`config.mk`:
```
export PLATFORM = sky130hd
export DESIGN_NAME = rx_engine
export DESIGN_NICKNAME = d
export VERILOG_FILES = /design/src/rtl/rx_engine.sv
export SDC_FILE = /design/constraint.sdc
export NUM_CORES = 1
export LEC_CHECK = 0
export ABC_AREA = 1
export BUFFER_PORTS_ARGS = -buffer_cell sky130_fd_sc_hd__buf_2
export CAP_MARGIN = 20
export CORE_MARGIN = 1.5
export CORE_UTILIZATION = 56
export CTS_BUF_LIST = sky130_fd_sc_hd__clkbuf_16
export DETAILED_ROUTE_END_ITERATION = 12
export PLACE_DENSITY = 0.81
export SKIP_LAST_GASP = 1
export SLEW_MARGIN = 0
export SYNTH_ARGS = -nofsm -noshare
export SYNTH_HDL_FRONTEND = slang
export SYNTH_SLANG_ARGS = --single-unit
export TNS_END_PERCENT = 20
```
`constraint.sdc`:
```
create_clock -name clk -period 2.4 [get_ports clk]
set_clock_uncertainty 0.05 [all_clocks]
set_input_delay 0.12 -clock clk [delete_from_list [all_inputs] [get_ports clk]]
set_output_delay 0.12 -clock clk [all_outputs]
set_load 0.1 [all_outputs]
```
`src/rtl/rx_engine.sv`:
```
// Serial frame receiver: 7/8 data bits, optional parity, one stop bit.
// Define RX_SYNC_EN to pass rx through a two-flop synchronizer first.
module rx_engine (
    input  logic       clk,
    input  logic       rst,
    input  logic       rx,
    input  logic       eight,
    input  logic       p_en,
    input  logic       ohel,
    input  logic [3:0] baud,
    input  logic       clr,
    output logic [7:0] data_out,
    output logic       rxrdy,
    output logic       perr,
    output logic       ferr,
    output logic       ovf
);

    typedef enum logic [1:0] {IDLE, START, DATA, DONE} state_t;

    state_t      state, state_d;
    logic        rx_s;
    logic [18:0] k_sel, k_q, cnt;
    logic        eight_q, pen_q, ohel_q;
    logic [3:0]  bits, n_bits;
    logic [9:0]  sr;
    logic [8:0]  frame;
    logic [7:0]  dbits;
    logic        par_bit, perr_d, cnt_zero, last;

`ifdef RX_SYNC_EN
    logic [1:0] sync;

    always_ff @(posedge clk) begin
        if (rst) sync <= 2'b11;
        else     sync <= {sync[0], rx};
    end

    assign rx_s = sync[1];
`else
    assign rx_s = rx;
`endif

    always_comb begin
        case (baud)
            4'h0:    k_sel = 19'd333333;
            4'h1:    k_sel = 19'd83333;
            4'h2:    k_sel = 19'd41667;
            4'h3:    k_sel = 19'd20833;
            4'h4:    k_sel = 19'd10417;
            4'h5:    k_sel = 19'd5208;
            4'h6:    k_sel = 19'd2604;
            4'h7:    k_sel = 19'd1736;
            4'h8:    k_sel = 19'd868;
            4'h9:    k_sel = 19'd434;
            4'hA:    k_sel = 19'd217;
            default: k_sel = 19'd109;
        endcase
    end

    // Received bits land MSB-aligned in sr; shift them down to bit 0.
    assign n_bits   = 4'd8 + {3'b0, eight_q} + {3'b0, pen_q};
    assign frame    = 9'(sr >> (4'd10 - n_bits));
    assign dbits    = eight_q ? frame[7:0] : {1'b0, frame[6:0]};
    assign par_bit  = eight_q ? frame[8] : frame[7];
    assign perr_d   = pen_q & ((^dbits ^ par_bit) != ohel_q);
    assign cnt_zero = (cnt == 19'd0);
    assign last     = (bits == n_bits - 4'd1);

    always_ff @(posedge clk) begin
        if (rst) state <= IDLE;
        else     state <= state_d;
    end

    always_comb begin
        state_d = state;
        case (state)
            IDLE:  if (!rx_s) state_d = START;
            START: if (cnt_zero) state_d = rx_s ? IDLE : DATA;
            DATA:  if (cnt_zero && last) state_d = DONE;
            DONE:  state_d = IDLE;
            default: state_d = IDLE;
        endcase
    end

    always_ff @(posedge clk) begin
        if (rst) begin
            k_q      <= '0;
            cnt      <= '0;
            bits     <= '0;
            sr       <= '0;
            eight_q  <= 1'b0;
            pen_q    <= 1'b0;
            ohel_q   <= 1'b0;
            data_out <= '0;
            rxrdy    <= 1'b0;
            perr     <= 1'b0;
            ferr     <= 1'b0;
            ovf      <= 1'b0;
        end else begin
            case (state)
                IDLE: begin
                    eight_q <= eight;
                    pen_q   <= p_en;
                    ohel_q  <= ohel;
                    k_q     <= k_sel;
                    bits    <= '0;
                    cnt     <= (k_sel >> 1) - 19'd1;
                end
                START: cnt <= cnt_zero ? k_q - 19'd1 : cnt - 19'd1;
                DATA: begin
                    if (cnt_zero) begin
                        sr   <= {rx_s, sr[9:1]};
                        bits <= bits + 4'd1;
                        cnt  <= k_q - 19'd1;
                    end else begin
                        cnt <= cnt - 19'd1;
                    end
                end
                default: ;
            endcase

            if (state == DONE) begin
                data_out <= dbits;
                perr     <= perr_d;
                ferr     <= ~sr[9];
                rxrdy    <= 1'b1;
                ovf      <= clr ? 1'b0 : (ovf | rxrdy);
            end else if (clr) begin
                rxrdy <= 1'b0;
                perr  <= 1'b0;
                ferr  <= 1'b0;
                ovf   <= 1'b0;
            end
        end
    end

endmodule

```
**Word-level counts from Yosys, hierarchy flattened**

Memories as Yosys holds them, arrays and structs flattened.
Cells that the tools add are included.

- Logic and storage cells: 64
- ROM bits: 288
- Output and inout port bits: 12
- Memories kept: 1
- Bits of input ports: 11
- Bits in registers: 69

Memory list:

| memory | words | width | rd ports | clocked after memory_dff | write ports | RTL line | RTL |
|---|---|---|---|---|---|---|---|
| (no name shown) | 16 | 18 | 1 | 0 | 0 | 45 | `case (baud)` |

- Equality and inequality tests: 9
- Multiplexer cells: 17
- Shift-type cells: 1
- Reduce and logical (&&, ||, !) cells: 11
- Add/subtract/negate cells: 8
- Bitwise logic cells: 4

Operators with widths:

| cell | count |
|---|---|
| $pmux W19 S2 | 1 |
| $sub A19 B1 Y19 const B | 2 |
| $logic_not A19 Y1 | 1 |
| $mux W19 | 1 |
| $sub A18 B1 Y19 const B | 1 |
| $shr A10 B4 Y9 | 1 |
| $mux W2 | 4 |
| $mux W8 | 1 |
| $ne A2 B2 Y1 const B | 4 |
| $pmux W2 S4 | 1 |
| $pmux W4 S2 | 1 |
| $reduce_xor A8 Y1 | 1 |
| $mux W1 | 7 |
| $reduce_bool A2 Y1 | 3 |
| $add A4 B1 Y4 | 1 |
| $add A4 B1 Y4 const A | 1 |
| $add A4 B1 Y4 const B | 1 |
| $eq A2 B2 Y1 const B | 2 |
| $eq A4 B4 Y1 | 1 |
| $mux W4 | 1 |
| $reduce_and A2 Y1 | 2 |
| $sub A4 B1 Y4 const B | 1 |
| $sub A4 B4 Y4 const A | 1 |
| $reduce_and A3 Y1 | 1 |
| 9 further kinds | 9 |

**Logic depth before layout (Yosys ltp)**

Gate-level depths: netlist of run 1.

- Depth in word-level cells: 10
- Mapped depth: 18

**Worst setup path before layout of run 1**

No wires, ideal clock.

- Path kind: register to register
- From: register state[0]
- To: register cnt[14]
- Data required time: 2.241 ns
- Stages on the path, launching flop included: 17
- Arrival: 2.133 ns
- Setup time: 0.109 ns
- Path slack: 0.107 ns
- Cells stage by stage: dfxtp_1 > inv_1 > ha_1 > buf_2 > clkbuf_1 > nand2_1 > o21ai_0 > ha_1 > nand2_1 > inv_1 > nand2_1 > nor2_1 > nand2_1 > nand2_1 > nand3_1 > nand2_1 > inv_1

- Longest elaborated chain between the ends: 3

RTL lines:

| item | RTL line | RTL |
|---|---|---|
| start, declared | 21 | `state_t state, state_d;` |
| start signal, assigned | 72 | `else state <= state_d;` |
| $eq A2 B2 Y1 or $eq A2 B1 Y1 (tied branches) | 101 | `case (state)` |
| $reduce_or A2 Y1 (no line) | - |  |
| $pmux W19 S2 or $reduce_bool A2 Y1 (tied branches) | - |  |
| end signal, assigned | 108 | `cnt <= (k_sel >> 1) - 19'd1;` |
| end signal, assigned | 110 | `START: cnt <= cnt_zero ? k_q - 19'd1 : cnt - 19'd1;` |
| end signal, assigned | 115 | `cnt <= k_q - 19'd1;` |
| end, declared | 23 | `logic [18:0] k_sel, k_q, cnt;` |

Parallel ways exist; a longest one is shown, timed or not.
A chain may end at the register's enable or synchronous reset.

**Worst setup path after layout of run 1**

- From: register eight_q
- To: register perr

- Longest elaborated chain between the ends: 10

RTL lines:

| item | RTL line | RTL |
|---|---|---|
| start, declared | 24 | `logic eight_q, pen_q, ohel_q;` |
| start signal, assigned | 103 | `eight_q <= eight;` |
| $add A4 B1 Y4 (2 in series) | 62 | `assign n_bits = 4'd8 + {3'b0, eight_q} + {3'b0, pen_q};` |
| $sub A4 B4 Y4 | 63 | `assign frame = 9'(sr >> (4'd10 - n_bits));` |
| $shr A10 B4 Y9 | 63 |  |
| $mux W8 | 64 | `assign dbits = eight_q ? frame[7:0] : {1'b0, frame[6:0]};` |
| $reduce_xor A8 Y1 | 66 | `assign perr_d = pen_q & ((^dbits ^ par_bit) != ohel_q);` |
| $xor A1 B1 Y1 (*) | 66 |  |
| $ne A1 B1 Y1 (*) | 66 |  |
| $and A1 B1 Y1 (*) | 66 |  |
| $mux W1 (*) | 123 | `if (state == DONE) begin` |
| end signal, assigned | 125 | `perr <= perr_d;` |
| end, declared | 14 | `output logic perr,` |

Mark *: on every way between the ends. The rest lies on a longest branch, timed or not.

==> qor.yml, run 1 <==
cts_max_level: 3
route.met2.wl_microns: 5344
multiInputGateArea_sq_um: 2530
finalSetupTns_ns: 0
dp_hpwl_microns: 8343
critical_path_class: "register to register"
power_per_cell_area_nw_per_um2: 1367
cts_hold_buf: 0
crit-reg2reg-launch: "eight_q"
cts_root_buf: "clkbuf_16"
cts_max_path_buffers: 2
core_area_sq_um: 7331
rows: 31
power.switching_w: 0.003269
finalNetCount: 725
swShare_pct: 48.00
place.gp.congestion: 0.9702
holdCritPathClass: "primary input to register"
synth_top_area_share_pct: 31.59
syn_nets: 691
cts_made_buffers: 9
antenna_found_initial: 0
placedCellCount: 787
ios: 23
nFillCells: 643
rsz0062_at_grt: "false"
ant_nets: 0
critPathLaunch: "eight_q"
min_from: "ohel"
syn_inst: 665
fin_crit_sh_pct: 93.05
power_frac_seq_pct: 23.5
die_y_microns: 90.72
ys_seq_elements: 68
finalCriticalPeriod_ns: 2.233
grt_pass1_wl_microns: 19200
grt_overflow: 0
cts_setup_buffers: 0
wl_met1_microns: 4826
grt_start_max_net_pins: 28
met3WireLength_microns: 909
initial_core_util_pct: 58.78
max_freq_ghz: 0.4478
drt_first_pass_iters: 5
hold_viol: 0
highest_layer: "met4"
first_global_vias: 4232
wl_per_cell_microns: 14.14
yosysMostFrequentCell: "nand2_1"
synth_area_leaders: "dfxtp_1 (32%), nand2_1 (11%), inv_1 (8.1%)"
ff_latch_area_sq_um: 1361
area_growth_pct: 15.59
ir_drop_mv: 0.7098
crit_fanout: 8
leakage_nw: 2.489
synth_edf_count: 0
yosysWarnings: 0
cp-start-kind: "register"
seq_area_frac_synth_pct: 31.59
clock_latency_ns: 0.34
status: "complete, no violations"
synthArstFlopShare_pct: 0
postSynthAreaPerCell_sq_um: 6.480
rr_worst_depth: 13
synth_cell_types: 40
pwr-share-clk_pct: 19.3
clkSinkCount: 68
synth_largest_area_cell: "dfxtp_1"
setup_viol: 0
cp-end-kind: "register"
combPwrFrac_pct: 57.2
drc: 0
slew_violations: 0
p_int_w: 0.003541
viasPerCell: 5.466
final_util_pct: 67.95
r2r_slack_ns: 0.17
layout.cells.non_filler: 803
via_count: 4389
tightest_slew_ns: 0.5581
die_width_microns: 90.72
synth_commonest_cells: "nand2_1 (130), inv_1 (93), nor2_1 (93)"
track_usage_pct: 28.77
hold_ws_ns: 0.009541
clkTransAtPathRegs_ns: 0.06
io_buffer_count: 22
arrival_ns: 2.40
drt_wl_total_microns: 11350
drive_above_1_share_pct: 15.77
cts_tree: "yes"
die_area_sq_um: 8230
netlist_area_sq_um: 4309
drv_cap: 0
worstPathRequired_ns: 2.57
num_antenna_cells: 0
cp-endpoint: "perr"
rr_endpoint: "perr"
drtIter0Drc: 213
synth_flop_cell: "dfxtp_1"
relSlewSlack_pct: 62.40
[per-layer routing]
metal	track usage, %	up-vias
li1	-	2197
met1	34.28	1967
met4	9.524	0
met3	7.997	35
met5	0	-
met2	49.50	190
[power by group through the flow]
stage	clock network (W)	registers, W	logic [W]
after floorplan	0	0.00174	0.00259
after global placement	0	0.00161	0.00356
after detailed placement	0	0.00162	0.00362
after CTS	0.00132	0.00160	0.00367
after global routing	0.00138	0.00163	0.00430
final	0.00132	0.00160	0.00389
[critical path, stage by stage (launching register included)]
cell and delay [ns]:
dfxtp_1 0.33, inv_1 0.09, ha_4 0.29, nand2_1 0.09, nand2_1 0.10, inv_1 0.18, nand2_1 0.09, nand2_1 0.11
xor2_1 0.22, xor2_1 0.22, xnor2_1 0.16, nand2_1 0.07, nand2_1 0.06, o21ai_0 0.06
[flip-flops by register name (all words and copies together) (netlist names), 4 cells and up, named ones only]
register and cells:
cnt 19, bits 4, data_out 8, sr 10
k_q 18
[logic make-up (layout without fill, tap and decap cells)]
logic type                 Yosys count  count (layout)  synth area share, %
adders and majority gates           15              15                4.355
and+or+nand+nor                    298             298                31.56
DFF                                 68              68                31.59
buffers and inverters              121             160                10.95
AOI/OAI and AO/OA                  149             149                18.70
xor gates and xnor gates            14              14                2.846
[through the flow]
| stage | area, sq um | setup WS (ns) | power (W) |
|---|---|---|---|
| floorplan | 4309 | 0.1075 | 0.004324 |
| global placement | 4626 | 0.1021 | 0.005163 |
| detailed placement | 4626 | -0.02976 | 0.005242 |
| CTS | 4922 | 0.004701 | 0.006592 |
| global route | 4981 | 0.01673 | 0.007309 |
| finish | 4981 | 0.1668 | 0.006810 |
[worst min path at each step]
stage,end,slack (ns),cells past startpoint
2_1_floorplan,ohel_q,0.20,2
3_3_place_gp,ohel_q,0.32,3
3_5_place_dp,ohel_q,0.34,3
4_1_cts,ohel_q,0.007,3
5_1_grt,ohel_q,0.03,3
6_report,ohel_q,0.01,3
[layout by cell type, fill, tap and decap left out, drive strengths merged]
master and n:
nand2 140, nor2 103, inv 98, o21ai 83, dfxtp 68, buf 47, a21oi 46, nand3 34
ha 15, nand4 12, clkbuf 9, xor2 8, xnor2 6, nor3 6, a31oi 5, o21bai 5
clkinv 4, o31ai 3, o211ai 3, or2 3, a211oi 1, a22o 1, a22oi 1, o21a 1
bufinv 1, clkinvlp 1
[area by class of cell]
class | count | share of cell area (%)
clock buffers | 9 | 4.521
clock inverters | 7 | 1.382
inverters | 97 | 7.360
multi-input cells | 476 | 50.79
flip-flops and latches | 68 | 27.33
well taps | 99 | 2.487
repair buffers | 47 | 6.129
[what timing repair did]
| action | 4_1_cts | 5_1_grt |
|---|---|---|
| pin swaps | 0 | 1 |
| endpoints found under the setup margin | 1 | 15 |
| resized for setup | 2 | 23 |
Power figures use the tool's default switching activity.
==> run 2: changes to the inputs <==
--- a/config.mk
+++ b/config.mk
@@ -8,8 +8,10 @@
 export ABC_AREA = 1
 export BUFFER_PORTS_ARGS = -buffer_cell sky130_fd_sc_hd__buf_2
 export CAP_MARGIN = 20
+export CELL_PAD_IN_SITES_DETAIL_PLACEMENT = 1
+export CELL_PAD_IN_SITES_GLOBAL_PLACEMENT = 2
 export CORE_MARGIN = 1.5
-export CORE_UTILIZATION = 56
+export CORE_UTILIZATION = 31
 export CTS_BUF_LIST = sky130_fd_sc_hd__clkbuf_16
 export DETAILED_ROUTE_END_ITERATION = 12
 export PLACE_DENSITY = 0.81
==> run 2 against run 1 <==
Compared with the run above: design area increased by 5.0%; critical path type unchanged; fmax shrank 0.71%; sequential share of layout area fell by 1.3 points; combinational power is 10% higher; sequential power is essentially flat; via count is 0.32% higher; global-route usage shrank 8.5 points; wire length up 23%; die area up 78%; highest routed layer unchanged.
==> qor.yml, run 2 (synthesized netlist as in run 1, its figures left out) <==
cts_tree: "yes"  # unchanged
drive_above_1_share_pct: 18.19  # was 15.77%
worstHoldEndpoint: "pen_q"  # was ohel_q
critical_path_class: "register to register"  # unchanged
antenna_found_initial: 0  # unchanged
slew_violations: 0  # unchanged
drv_cap: 0  # unchanged
setup_viol: 0  # unchanged
relSlewSlack_pct: 64.55  # was 62.40%
tightest_slew_ns: 0.5273  # was 0.5581 ns
area_growth_pct: 21.34  # was 15.59%
die_width_microns: 120.9  # was 90.72 microns
rsz0062_at_grt: "true"  # was false
fin_area_sq_um: 5229  # was 4981 sq um
crit-reg2reg-launch: "state[0]"  # was eight_q
dp_hpwl_microns: 10880  # was 8343 microns
drt_wl_total_microns: 14000  # was 11350 microns
grt.met1_usage_pct: 24.31  # was 34.28%
grt_pass1_wl_microns: 22980  # was 19200 microns
grt_busiest_layer: "met2"  # unchanged
grt_start_max_net_pins: 28  # unchanged
status: "complete, no violations"  # unchanged
drt_first_pass_iters: 4  # was 5
r2r_slack_ns: 0.15  # was 0.17 ns
place.gp.congestion: 0.8703  # was 0.9702
grt_use_met3_pct: 4.182  # was 7.997%
clock_latency_ns: 0.34  # about the same
final_util_pct: 39.02  # was 67.95%
multiInputGateArea_sq_um: 2545  # was 2530 sq um
cts_made_buffers: 9  # unchanged
drc: 0  # unchanged
top_register: "cnt"  # unchanged
finalSetupTns_ns: 0  # unchanged
grtUsageMet2_pct: 36.72  # was 49.50%
cts_max_path_buffers: 2  # unchanged
ant_nets: 0  # unchanged
min_path_cells: 3  # unchanged
clkSinkCount: 68  # unchanged
fin_crit_sh_pct: 93.71  # was 93.05%
cts_max_level: 3  # unchanged
finalNetCount: 741  # was 725
final_cell_mix: "nand2_1 (124), inv_1 (90), nor2_1 (86)"  # was nand2_1 (128), inv_1 (92), nor2_1 (87)
ir_drop_mv: 0.7161  # was 0.7098 mV
rows: 42  # was 31
rr_endpoint: "cnt[17]"  # was perr
first_global_vias: 4587  # was 4232
drtIter0Drc: 220  # was 213
initial_core_util_pct: 32.16  # was 58.78%
die_area_sq_um: 14620  # was 8230 sq um
core_area_sq_um: 13400  # was 7331 sq um
arrival_ns: 2.43  # was 2.40 ns
finalCriticalPeriod_ns: 2.249  # was 2.233 ns
num_antenna_cells: 0  # unchanged
ios: 23  # unchanged
nFillCells: 1751  # was 643
min_from: "p_en"  # was ohel
track_usage_pct: 20.28  # was 28.77%
wl_per_cell_microns: 15.62  # was 14.14 microns
ff_latch_area_sq_um: 1361  # unchanged
io_buffer_count: 22  # unchanged
grt_overflow: 0  # unchanged
largest_reg_flops: 19  # unchanged
final_common_cell: "nand2_1"  # unchanged
holdCritPathClass: "primary input to register"  # unchanged
power_per_cell_area_nw_per_um2: 1391  # was 1367 nW/um^2
place_area_sq_um: 4812  # was 4626 sq um
clkTransAtPathRegs_ns: 0.06  # about the same
hold_viol: 0  # unchanged
cp-end-kind: "register"  # unchanged
leakage_nw: 2.571  # was 2.489 nW
hold_ws_ns: 0.02136  # was 0.009541 ns
die_y_microns: 120.9  # was 90.72 microns
rr_worst_depth: 12  # was 13
via_count: 4403  # was 4389
max_freq_ghz: 0.4446  # was 0.4478 GHz
cp-start-kind: "register"  # unchanged
crit_fanout: 13  # was 8
reg_top3: "cnt: 19 flops, k_q: 18 flops, sr: 10 flops"  # unchanged
cts_root_buf: "clkbuf_16"  # unchanged
worstPathRequired_ns: 2.58  # was 2.57 ns
viasPerCell: 4.914  # was 5.466
## run 2: final cells by class
type                    count  share of cell area [%]
clock buffers               9                   4.307
clock inverters             7                   1.579
inverters                  97                   7.011
flip-flops and latches     68                   26.04
repair buffers             63                   8.184
well taps                 176                   4.212
multi-input cells         476                   48.67
## run 2: metrics by stage
| stage | worst slack (ns) | total power (W) | instances |
|---|---|---|---|
| final | 0.1509 | 0.007275 | 896 |
| after detailed placement | -0.0006395 | 0.005641 | 876 |
| after global placement | 0.07517 | 0.005525 | 876 |
| after CTS | 0.006287 | 0.007075 | 893 |
| after global routing | -0.04772 | 0.007818 | 896 |
| after floorplan | 0.1075 | 0.004324 | 665 |
## run 2: critical path, stage by stage (launching register included)
cell and delay [ns]:
dfxtp_1 0.36, inv_1 0.10, ha_4 0.26, buf_6 0.15
or2_2 0.29, nand2_1 0.11, nand2_2 0.13, nor2_8 0.17
nand3_1 0.13, o21bai_1 0.16, nand3_1 0.10, nand2_1 0.07
inv_1 0.04
## run 2: worst max-delay path by stage
| stage | from | slack (ns) | to |
|---|---|---|---|
| floorplan | state[0] | 0.11 | cnt[14] |
| global placement | baud[1] | 0.08 | cnt[18] |
| detailed placement | baud[1] | -0.0006 | cnt[12] |
| CTS | eight_q | 0.006 | perr |
| global route | cnt[6] | -0.05 | cnt[18] |
| finish | state[0] | 0.15 | cnt[17] |
## run 2: where the power goes
part	total (W)	leakage [nW]	internal [W]	switching, W
Combinational	0.00429	1.86	0.00149	0.00280
Clock	0.00139	0.149	0.000894	0.000496
Sequential	0.00159	0.557	0.00143	0.000164
Total	0.00728	2.57	0.00381	0.00346
## run 2: routing by layer
layer	vias to the layer above	part of all wire, %
met5	-	0
met4	0	1.9
li1	2227	-
met2	49	50
met3	16	2.8
met1	2111	46
## run 2: timing repair
| item | 4_1_cts | 5_1_grt |
|---|---|---|
| setup endpoints to repair | 1 | 15 |
| hold buffers | 1 | 0 |
| buffers inserted | 0 | 3 |
| endpoints found under the hold margin | 1 | 0 |
| pin swaps | 0 | 8 |
| gates resized for setup | 1 | 32 |
==> run 3: changes to the inputs <==
--- a/config.mk
+++ b/config.mk
@@ -11,10 +11,10 @@
 export CELL_PAD_IN_SITES_DETAIL_PLACEMENT = 1
 export CELL_PAD_IN_SITES_GLOBAL_PLACEMENT = 2
 export CORE_MARGIN = 1.5
-export CORE_UTILIZATION = 31
+export CORE_UTILIZATION = 37
 export CTS_BUF_LIST = sky130_fd_sc_hd__clkbuf_16
 export DETAILED_ROUTE_END_ITERATION = 12
-export PLACE_DENSITY = 0.81
+export PLACE_DENSITY = 0.9
 export SKIP_LAST_GASP = 1
 export SLEW_MARGIN = 0
 export SYNTH_ARGS = -nofsm -noshare
==> constraint.sdc (replaced) <==
create_clock -name clk -period 2.62 [get_ports clk]
set_clock_uncertainty 0.05 [all_clocks]
set_input_delay 0.131 -clock clk [delete_from_list [all_inputs] [get_ports clk]]
set_output_delay 0.131 -clock clk [all_outputs]
set_load 0.1 [all_outputs]
==> run 3 against run 2 <==
Compared with the run above: fmax shrank 7.0%; sequential power fell by 7%; non-clock buffer count down 18; core utilization rose by 5.0 points; largest power group unchanged.
==> qor.yml, run 3 (synthesized netlist as in run 1, its figures left out) <==
top_register: "cnt"  # unchanged
grt_start_max_net_pins: 28  # unchanged
grt_pass1_wl_microns: 23050  # was 22980 microns
max_freq_ghz: 0.4137  # was 0.4446 GHz
drive_above_1_share_pct: 14.41  # was 18.19%
drv_cap: 0  # unchanged
rsz0062_at_grt: "true"  # unchanged
die_width_microns: 110.9  # was 120.9 microns
finalSetupTns_ns: 0  # unchanged
cts_made_buffers: 9  # unchanged
holdCritPathClass: "primary input to register"  # unchanged
num_antenna_cells: 0  # unchanged
largest_reg_flops: 19  # unchanged
cp_cell_sequence: "inv_1 -> ha_4 -> clkinvlp_4 -> buf_4 -> buf_4 -> nand2_1 -> o21ai_2 -> nor2_2 -> nand2_1 -> nor2_1 -> a21oi_1 -> nor2_1 -> nor2_1"  # was inv_1 -> ha_4 -> buf_6 -> or2_2 -> nand2_1 -> nand2_2 -> nor2_8 -> nand3_1 -> o21bai_1 -> nand3_1 -> nand2_1 -> inv_1
initial_core_util_pct: 37.90  # was 32.16%
cts_max_path_buffers: 2  # unchanged
power_per_cell_area_nw_per_um2: 1255  # was 1391 nW/um^2
cp_top_family: "simple AND/OR/NAND/NOR gates"  # unchanged
setup_viol: 0  # unchanged
clkSinkCount: 68  # unchanged
place_area_sq_um: 4641  # was 4812 sq um
io_buffer_count: 22  # unchanged
drc: 0  # unchanged
ios: 23  # unchanged
ir_drop_mv: 0.6635  # was 0.7161 mV
cts_root_buf: "clkbuf_16"  # unchanged
core_area_sq_um: 11370  # was 13400 sq um
antenna_found_initial: 0  # unchanged
p_total_w: 0.006285  # was 0.007275 W
clkTransAtPathRegs_ns: 0.06  # about the same
cp_slowest_cell: "dfxtp_1"  # unchanged
die_y_microns: 110.9  # was 120.9 microns
grt_overflow: 0  # unchanged
track_usage_pct: 23.80  # was 20.28%
cp_slowest_stage_delay_ns: 0.39  # was 0.36 ns
crit_fanout: 6  # was 13
cts_max_level: 3  # unchanged
die_area_sq_um: 12300  # was 14620 sq um
ant_nets: 0  # unchanged
hold_ws_ns: 0.04571  # was 0.02136 ns
finalCriticalPeriod_ns: 2.418  # was 2.249 ns
wl_per_cell_microns: 16.48  # was 15.62 microns
drt_first_pass_iters: 4  # unchanged
slew_violations: 0  # unchanged
viasPerCell: 5.150  # was 4.914
via_count: 4347  # was 4403
worstPathRequired_ns: 2.81  # was 2.58 ns
fin_crit_sh_pct: 92.27  # was 93.71%
first_global_vias: 4582  # was 4587
reg_top3: "cnt: 19 flops, k_q: 18 flops, sr: 10 flops"  # unchanged
finalNetCount: 723  # was 741
status: "complete, no violations"  # unchanged
tightest_slew_ns: 0.5971  # was 0.5273 ns
hold_viol: 0  # unchanged
drtIter0Drc: 261  # was 220
cp-end-kind: "register"  # unchanged
cp-start-kind: "register"  # unchanged
clock_latency_ns: 0.34  # about the same
drt_wl_total_microns: 13910  # was 14000 microns
final_cell_mix: "nand2_1 (130), inv_1 (93), nor2_1 (89)"  # was nand2_1 (124), inv_1 (90), nor2_1 (86)
cts_tree: "yes"  # unchanged
relSlewSlack_pct: 59.77  # was 64.55%
path_common_cell: "nor2_1"
arrival_ns: 2.60  # was 2.43 ns
area_growth_pct: 16.20  # was 21.34%
place.gp.congestion: 0.8947  # was 0.8703
final_common_cell: "nand2_1"  # unchanged
r2r_slack_ns: 0.20  # was 0.15 ns
critical_path_class: "register to register"  # unchanged
crit_buf_inv: 4  # was 3
rows: 39  # was 42
leakage_nw: 2.477  # was 2.571 nW
dp_hpwl_microns: 10530  # was 10880 microns
fin_area_sq_um: 5007  # was 5229 sq um
==> run 3: changes by cell type in the layout (fill, tap and decap cells not counted), moves of 2 or more <==
cell and delta:
buf_4 -18, clkinv_1 -3, inv_1 +3, inv_2 -3
nand2_1 +6, nand2_2 -6, nor2_1 +3, nor2_2 -2
o21ai_0 +3, o21ai_1 -2
==> run 3: per-stage QoR <==
step | instances | setup WS [ns] | util [%]
detailed placement | 824 | 0.1039 | 40.82
global route | 844 | -0.07564 | 44.04
CTS | 840 | 0.09319 | 43.40
global placement | 824 | 0.1895 | 40.82
finish | 844 | 0.2025 | 44.04
floorplan | 665 | 0.3275 | -
==> run 3: final cells by class <==
| class | count | area (sq um) |
|---|---|---|
| multi-input cells | 476 | 2511 |
| repair buffers | 45 | 301.5 |
| clock inverters | 6 | 58.81 |
| clock buffers | 9 | 225.2 |
| well taps | 143 | 178.9 |
| flip-flops and latches | 68 | 1361 |
| inverters | 97 | 370.4 |
| fillers | 1516 | 6362 |
==> run 3: per-layer routing <==
metal	part of all wire, %	up-vias	track usage, %
met2	51	74	43.42
li1	-	2201	-
met4	2.7	0	8.718
met5	0	-	0
met1	44	2047	27.73
met3	2.8	25	4.210
==> run 3: where the power goes <==
group	internal, W	switching [W]
sequential	0.00131	0.000175
combinational	0.00116	0.00244
clock	0.000724	0.000471
total	0.00319	0.00309
==> run 3: worst register-to-register path, delay by kind of cell, from the launching register on <==
| kind | cells | cell delay, ns |
|---|---|---|
| adder cells (fa/ha/maj) | 1 | 0.30 |
| AO/OA/AOI/OAI | 2 | 0.21 |
| flip-flops | 1 | 0.39 |
| buffers and inverters | 4 | 0.59 |
| AND/OR/NAND/NOR | 6 | 0.76 |
==> run 3: final timing paths <==
| path | startpoint | endpoint | depth (start not counted) |
|---|---|---|---|
| min reg2reg | bits[3] | bits[3] | 2 |
| max reg2reg | register | cnt[15] | 13 |
| min | p_en | pen_q | 3 |
| max | register | cnt[15] | 13 |
==> run 3: timing repair <==
item                       in CTS  in global routing
setup endpoints to repair       0                 10
hold buffers                    1                  0
hold endpoints to repair        1                  0
resized for setup               0                 15
setup buffers                   0                  4
